`src/rtl/fpadd_arbiter_if.sv`:
```
// rtl/fpadd_arbiter_if.sv - requester, response and adder-side signals of the shared fpadd arbiter
interface fpadd_arbiter_if #(
    parameter int NREQ = 4
);
    localparam int IDW = $clog2(NREQ);

    logic [NREQ-1:0]    req_valid;
    logic [NREQ*32-1:0] req_a;
    logic [NREQ*32-1:0] req_b;
    logic [NREQ-1:0]    req_ready;
    logic               rsp_valid;
    logic               rsp_ready;
    logic [IDW-1:0]     rsp_id;
    logic [31:0]        rsp_sum;
    logic               rsp_err;
    logic               fa_reset;
    logic               fa_start;
    logic [31:0]        fa_a;
    logic [31:0]        fa_b;
    logic [31:0]        fa_sum;
    logic               fa_done;

    modport master (
        output req_valid, req_a, req_b, rsp_ready, fa_sum, fa_done,
        input  req_ready, rsp_valid, rsp_id, rsp_sum, rsp_err,
        input  fa_reset, fa_start, fa_a, fa_b
    );

    modport slave (
        input  req_valid, req_a, req_b, rsp_ready, fa_sum, fa_done,
        output req_ready, rsp_valid, rsp_id, rsp_sum, rsp_err,
        output fa_reset, fa_start, fa_a, fa_b
    );
endinterface

```
`src/rtl/fpadd_arbiter.sv`:
```
// rtl/fpadd_arbiter.sv - round-robin sharing of one fpadd among NREQ requesters with a watchdog
module fpadd_arbiter #(
    parameter int NREQ    = 4,
    parameter int TIMEOUT = 64
) (
    input  logic                 clk,
    input  logic                 reset,
    fpadd_arbiter_if.slave       bus
);
    localparam int IDW = $clog2(NREQ);
    localparam int TW  = $clog2(TIMEOUT);
    localparam logic [TW-1:0]  TLAST = TW'(TIMEOUT - 1);
    localparam logic [IDW-1:0] IDMAX = IDW'(NREQ - 1);

    typedef enum logic [2:0] {
        S_IDLE  = 3'd0,
        S_ISSUE = 3'd1,
        S_WAIT  = 3'd2,
        S_FLUSH = 3'd3,
        S_RESP  = 3'd4
    } state_t;

    state_t          r_state;
    logic [IDW-1:0]  r_ptr;
    logic [IDW-1:0]  r_id;
    logic [TW-1:0]   r_timer;
    logic            r_flush_cnt;
    logic            r_rsp_valid;
    logic [31:0]     r_rsp_sum;
    logic            r_rsp_err;
    logic            r_fa_start;
    logic [31:0]     r_fa_a;
    logic [31:0]     r_fa_b;

    logic            w_hit;
    logic [IDW-1:0]  w_gnt;
    int              w_idx;

    // First requester at or after r_ptr, wrapping modulo NREQ
    always_comb begin
        w_hit = 1'b0;
        w_gnt = '0;
        w_idx = 0;
        for (int i = 0; i < NREQ; i++) begin
            w_idx = int'(r_ptr) + i;
            if (w_idx >= NREQ) begin
                w_idx = w_idx - NREQ;
            end
            if (!w_hit && bus.req_valid[w_idx]) begin
                w_hit = 1'b1;
                w_gnt = IDW'(w_idx);
            end
        end
    end

    assign bus.req_ready = (r_state == S_IDLE && w_hit && !reset) ? (NREQ'(1) << w_gnt) : '0;
    assign bus.fa_reset  = reset | (r_state == S_FLUSH);
    assign bus.fa_start  = r_fa_start;
    assign bus.fa_a      = r_fa_a;
    assign bus.fa_b      = r_fa_b;
    assign bus.rsp_valid = r_rsp_valid;
    assign bus.rsp_id    = r_id;
    assign bus.rsp_sum   = r_rsp_sum;
    assign bus.rsp_err   = r_rsp_err;

    always_ff @(posedge clk or posedge reset) begin
        if (reset) begin
            r_state     <= S_IDLE;
            r_ptr       <= '0;
            r_id        <= '0;
            r_timer     <= '0;
            r_flush_cnt <= 1'b0;
            r_rsp_valid <= 1'b0;
            r_rsp_sum   <= '0;
            r_rsp_err   <= 1'b0;
            r_fa_start  <= 1'b0;
            r_fa_a      <= '0;
            r_fa_b      <= '0;
        end else begin
            r_fa_start <= 1'b0;
            case (r_state)
                S_IDLE: begin
                    if (w_hit) begin
                        r_fa_a     <= bus.req_a[{w_gnt, 5'd0} +: 32];
                        r_fa_b     <= bus.req_b[{w_gnt, 5'd0} +: 32];
                        r_id       <= w_gnt;
                        r_fa_start <= 1'b1;
                        r_state    <= S_ISSUE;
                    end
                end
                S_ISSUE: begin
                    // Special operands may complete in the start cycle itself
                    if (bus.fa_done) begin
                        r_rsp_sum   <= bus.fa_sum;
                        r_rsp_err   <= 1'b0;
                        r_rsp_valid <= 1'b1;
                        r_state     <= S_RESP;
                    end else begin
                        r_timer <= '0;
                        r_state <= S_WAIT;
                    end
                end
                S_WAIT: begin
                    if (bus.fa_done) begin
                        r_rsp_sum   <= bus.fa_sum;
                        r_rsp_err   <= 1'b0;
                        r_rsp_valid <= 1'b1;
                        r_state     <= S_RESP;
                    end else if (r_timer == TLAST) begin
                        r_rsp_sum   <= 32'h7FC0_0000;
                        r_rsp_err   <= 1'b1;
                        r_flush_cnt <= 1'b0;
                        r_state     <= S_FLUSH;
                    end else begin
                        r_timer <= r_timer + 1'b1;
                    end
                end
                S_FLUSH: begin
                    if (r_flush_cnt) begin
                        r_rsp_valid <= 1'b1;
                        r_state     <= S_RESP;
                    end else begin
                        r_flush_cnt <= 1'b1;
                    end
                end
                S_RESP: begin
                    if (bus.rsp_ready) begin
                        r_rsp_valid <= 1'b0;
                        r_ptr       <= (r_id == IDMAX) ? '0 : r_id + 1'b1;
                        r_state     <= S_IDLE;
                    end
                end
                default: r_state <= S_IDLE;
            endcase
        end
    end
endmodule

```
`src/flat_wrapper.sv`:
```
// flat-port wrapper written by rule: the top's interface ports become plain ports
module fpadd_arbiter_flat 
#(
    parameter int NREQ    = 4,
    parameter int TIMEOUT = 64
)
  (clk, reset, bus_req_valid, bus_req_a, bus_req_b, bus_rsp_ready, bus_fa_sum, bus_fa_done, bus_req_ready, bus_rsp_valid, bus_rsp_id, bus_rsp_sum, bus_rsp_err, bus_fa_reset, bus_fa_start, bus_fa_a, bus_fa_b);
  fpadd_arbiter_if #(.NREQ(NREQ)) bus_i ();
  input  logic clk;
  input  logic reset;
  input wire logic [$bits(bus_i.req_valid)-1:0] bus_req_valid;
  input wire logic [$bits(bus_i.req_a)-1:0] bus_req_a;
  input wire logic [$bits(bus_i.req_b)-1:0] bus_req_b;
  input wire logic [$bits(bus_i.rsp_ready)-1:0] bus_rsp_ready;
  input wire logic [$bits(bus_i.fa_sum)-1:0] bus_fa_sum;
  input wire logic [$bits(bus_i.fa_done)-1:0] bus_fa_done;
  output wire logic [$bits(bus_i.req_ready)-1:0] bus_req_ready;
  output wire logic [$bits(bus_i.rsp_valid)-1:0] bus_rsp_valid;
  output wire logic [$bits(bus_i.rsp_id)-1:0] bus_rsp_id;
  output wire logic [$bits(bus_i.rsp_sum)-1:0] bus_rsp_sum;
  output wire logic [$bits(bus_i.rsp_err)-1:0] bus_rsp_err;
  output wire logic [$bits(bus_i.fa_reset)-1:0] bus_fa_reset;
  output wire logic [$bits(bus_i.fa_start)-1:0] bus_fa_start;
  output wire logic [$bits(bus_i.fa_a)-1:0] bus_fa_a;
  output wire logic [$bits(bus_i.fa_b)-1:0] bus_fa_b;
  assign bus_i.req_valid = bus_req_valid;
  assign bus_i.req_a = bus_req_a;
  assign bus_i.req_b = bus_req_b;
  assign bus_i.rsp_ready = bus_rsp_ready;
  assign bus_i.fa_sum = bus_fa_sum;
  assign bus_i.fa_done = bus_fa_done;
  assign bus_req_ready = bus_i.req_ready;
  assign bus_rsp_valid = bus_i.rsp_valid;
  assign bus_rsp_id = bus_i.rsp_id;
  assign bus_rsp_sum = bus_i.rsp_sum;
  assign bus_rsp_err = bus_i.rsp_err;
  assign bus_fa_reset = bus_i.fa_reset;
  assign bus_fa_start = bus_i.fa_start;
  assign bus_fa_a = bus_i.fa_a;
  assign bus_fa_b = bus_i.fa_b;
  fpadd_arbiter #(.NREQ(NREQ), .TIMEOUT(TIMEOUT)) u_core (.clk(clk), .reset(reset), .bus(bus_i));
endmodule
```
`config.mk`:
```
export PLATFORM = sky130hd
export DESIGN_NAME = fpadd_arbiter_flat
export DESIGN_NICKNAME = d
export VERILOG_FILES = /design/src/rtl/fpadd_arbiter_if.sv /design/src/rtl/fpadd_arbiter.sv /design/src/flat_wrapper.sv
export SDC_FILE = /design/constraint.sdc
export NUM_CORES = 1
export LEC_CHECK = 0
export ABC_AREA = 1
export BUFFER_PORTS_ARGS = -buffer_cell sky130_fd_sc_hd__buf_4
export CORE_AREA = 3 3 154 156
export CTS_BUF_LIST = sky130_fd_sc_hd__clkbuf_4
export CTS_CLUSTER_SIZE = 14
export DETAILED_ROUTE_END_ITERATION = 10
export DIE_AREA = 0 0 157 159
export GPL_TIMING_DRIVEN = 0
export PLACE_DENSITY = 0.69
export SLEW_MARGIN = 15
export SYNTH_ARGS = -nofsm -noshare
export SYNTH_HDL_FRONTEND = slang
export SYNTH_SLANG_ARGS = --single-unit
```
`constraint.sdc`:
```
create_clock -name clk -period 8.7 [get_ports clk]
set_input_delay 1.74 -clock clk [delete_from_list [all_inputs] [get_ports clk]]
set_output_delay 1.74 -clock clk [all_outputs]
set_load 0.1 [all_outputs]
```
==> impl_metrics.env <==
export IMPL_status="finished, final reports clean"
export IMPL_critPathCapture="bus_req_ready[2]"
export IMPL_slew_viol_final=0
export IMPL_synth_area_sq_um=7480
export IMPL_syn_nets=1451
export IMPL_worst_pin_slew_ns=0.731
export IMPL_synth_flop_cell="dfrtp_1"
export IMPL_cpMaxStageDelayCell="buf_4"
export IMPL_die_w_um=157
export IMPL_fill_cells=2343
export IMPL_clockBufferDepth=2
export IMPL_post_route_period_util_pct=63.8
export IMPL_avgSynthCellArea_sq_um=6.49
export IMPL_setup_viol=0
export IMPL_grt_pass1_wl_mm=52.0
export IMPL_cts_sinks=113
export IMPL_row_count=55
export IMPL_hold_viol_final=0
export IMPL_dieArea_sq_um=25000
export IMPL_post_cts_buffers=0
export IMPL_cts_hold_buf=0
export IMPL_port_buffers=401
export IMPL_grt_pass1_vias=9243
export IMPL_core_sq_um=22500
export IMPL_rsz0062_at_grt="no"
export IMPL_numCtsBuffers=17
export IMPL_placed_cells=1840
export IMPL_vias=9486
export IMPL_synth_common_cells="nand2_1, nand4_1, dfrtp_1"
export IMPL_synth_edf_count=0
export IMPL_reg2reg_slack_ns=6.29
export IMPL_required_ns=6.96
export IMPL_ys_seq_area_share_pct=37.8
export IMPL_initial_core_util_pct=33.2
export IMPL_cts_tree="built"
export IMPL_slew_headroom_pct=51.2
export IMPL_gp_congestion=0.947
export IMPL_path_max_fanout=10
export IMPL_period_minus_slack_ns=5.55
export IMPL_max_freq_mhz=180
export IMPL_antenna_found_initial=9
export IMPL_setup_tns_final_ns=0
export IMPL_synthTopCellsByArea="dfrtp_1, nand2_1, nand4_1, buf_2, a22o_1"
export IMPL_drt_drc_violations_left=0
export IMPL_stdcell_count=1880
export IMPL_htree_levels=4
export IMPL_drive_gt1_share_pct=32.6
export IMPL_area_growth_pct=50.3
export IMPL_dieHeight_um=159
export IMPL_yosys_area_top_type_share_pct=37.8
export IMPL_synthArstFlopShare_pct=100
export IMPL_num_io_pins=402
export IMPL_synth_seq_cells=113
export IMPL_worstRegToRegCells=16
export IMPL_grt_overflow=0
export IMPL_worstSetupPathType="input pin to output pin"
export IMPL_yosysTopAreaCell="dfrtp_1"
export IMPL_grt_start_max_net_pins=79
export IMPL_crit_path_max_incr_delay_ns=0.33
export IMPL_yosysMostFrequentCell="nand2_1"
export IMPL_start_kind="input pin"
export IMPL_fin_area_sq_um=11200
export IMPL_endpoint_kind="output pin"
export IMPL_place_area_sq_um=10900
export IMPL_r2r_end="u_core.bus.fa_a[6]"
export IMPL_cap_violations=0
export IMPL_wl_mm=35.3
export IMPL_cts_resized=0
export IMPL_synth_cell_types=29
export IMPL_grt_use_total_pct=27.1
export IMPL_final_core_util_pct=50.0
export IMPL_avgViaCountPerCell=5.05
export IMPL_insertion_delay_ns=0.56
export IMPL_syn_inst=1153
export IMPL_holdCritPathClass="flip-flop to flip-flop"
export IMPL_clk_pin_slew_worst_paths_ns=0.11
export IMPL_drt_iter0_markers=579
export IMPL_yosysWarnings=0
export IMPL_nets=1872
export IMPL_final_antenna_net_count=0
export IMPL_crit_chain="buf_4 -> inv_1 -> nand2_1 -> nand3_1 -> nand2_1 -> nor2_2 -> nand3_2 -> nand3_2 -> buf_6 -> buf_6 -> inv_1 -> nor3_1 -> buf_4"
export IMPL_dr_pass1_iters=5
export IMPL_wire_per_inst_um=18.8
export IMPL_r2r_start="u_core.r_ptr[0]"
export IMPL_clockRootBuffer="clkbuf_4"
export IMPL_cp_data_arrival_time_ns=3.81
export IMPL_fin_skew_ns=0.0258
export IMPL_startpoint="bus_req_valid[3]"
export IMPL_dp_hpwl_mm=27.5
-- worst max-delay path: cells and delay by family --
| kind | cells | cell delay [ns] |
|---|---|---|
| simple gates | 7 | 1.04 |
| buf+inv | 6 | 1.00 |
-- state kept, by name, indices dropped and copies added, names as in the netlist --
register	flops
u_core.r_ptr	2
u_core.bus.fa_b	32
u_core.bus.rsp_sum	32
u_core.r_timer	6
u_core.bus.rsp_err	1
u_core.bus.rsp_id	2
u_core.bus.fa_a	32
u_core.r_flush_cnt	1
u_core.bus.fa_start	1
u_core.r_state	3
u_core.bus.rsp_valid	1
-- area by class of cell --
class	instances	area (sq um)	share of cell area, %
Multi-Input combinational cell	919	4030	35.9
Timing Repair Buffer	402	3040	27.0
Sequential cell	113	2830	25.2
Buffer	91	504	4.49
Tap cell	285	357	3.17
Clock inverter	14	205	1.83
Clock buffer	18	135	1.20
Inverter	30	123	1.09
Antenna cell	8	20.0	0.178
-- cells in the final DEF, fill, tap and decap left out --
master	Yosys	final
nand2_1	695	695
o22a_1	9	9
nand4_1	129	129
nor3_1	6	6
buf_2	64	64
buf_1	2	2
and3_1	2	2
nand3_2	2	2
inv_2	2	2
a31oi_1	1	1
clkbuf_1	13	13
o31ai_1	1	1
o21ai_1	2	2
nor2_1	20	20
nand3_1	10	10
buf_4	2	403
a211oi_1	1	1
bufinv_16	0	4
o21ai_0	7	7
clkinvlp_4	0	1
a311oi_1	1	1
inv_1	27	26
nor2_2	1	1
clkinv_2	0	1
buf_16	0	1
ha_1	2	2
a21oi_1	4	4
dfrtp_1	113	113
o21a_1	1	1
buf_6	10	10
or2_2	1	1
a22o_1	24	24
diode_2	0	8
clkbuf_4	0	18
inv_6	1	5
inv_8	0	1
clkinv_4	0	4
-- worst min path at each step --
stage,startpoint,endpoint,slack (ns),depth (start not counted)
finish,u_core.bus.fa_b[28],u_core.bus.fa_b[28],0.49,2
global placement,u_core.bus.fa_a[11],u_core.bus.fa_a[11],0.46,2
CTS,u_core.bus.fa_b[28],u_core.bus.fa_b[28],0.50,2
global route,u_core.bus.fa_a[18],u_core.bus.fa_a[18],0.51,2
detailed placement,u_core.bus.fa_b[26],u_core.bus.fa_b[26],0.47,2
floorplan,u_core.r_timer[0],u_core.r_timer[0],0.46,1
-- per-stage QoR --
stage | hold WS (ns) | worst slack, ns
after global placement | 0.465 | 0.502
after detailed placement | 0.466 | 3.11
after CTS | 0.496 | 3.10
final | 0.492 | 3.15
after floorplan | 0.460 | 0.277
after global routing | 0.508 | 2.91
-- cell families (layout without fill, tap and decap cells) --
family	after synthesis	count (layout)	share of synthesized area (%)
simple gates	866	866	48.3
buf+inv	121	555	8.31
flops	113	113	37.8
compound gates	51	51	5.23
fa+ha+maj	2	2	0.334
other cells	0	8	0
-- per-layer routing --
layer	vias to the layer above	GRT usage (%)	wire, um
li1	4594	-	-
met1	4344	31.4	13300
met2	470	45.7	17200
met3	76	8.53	3490
met4	2	11.6	1310
met5	-	0	20
Power is not shown: default switching activity piles up to over one toggle a cycle in this logic, so the estimate is an artifact.
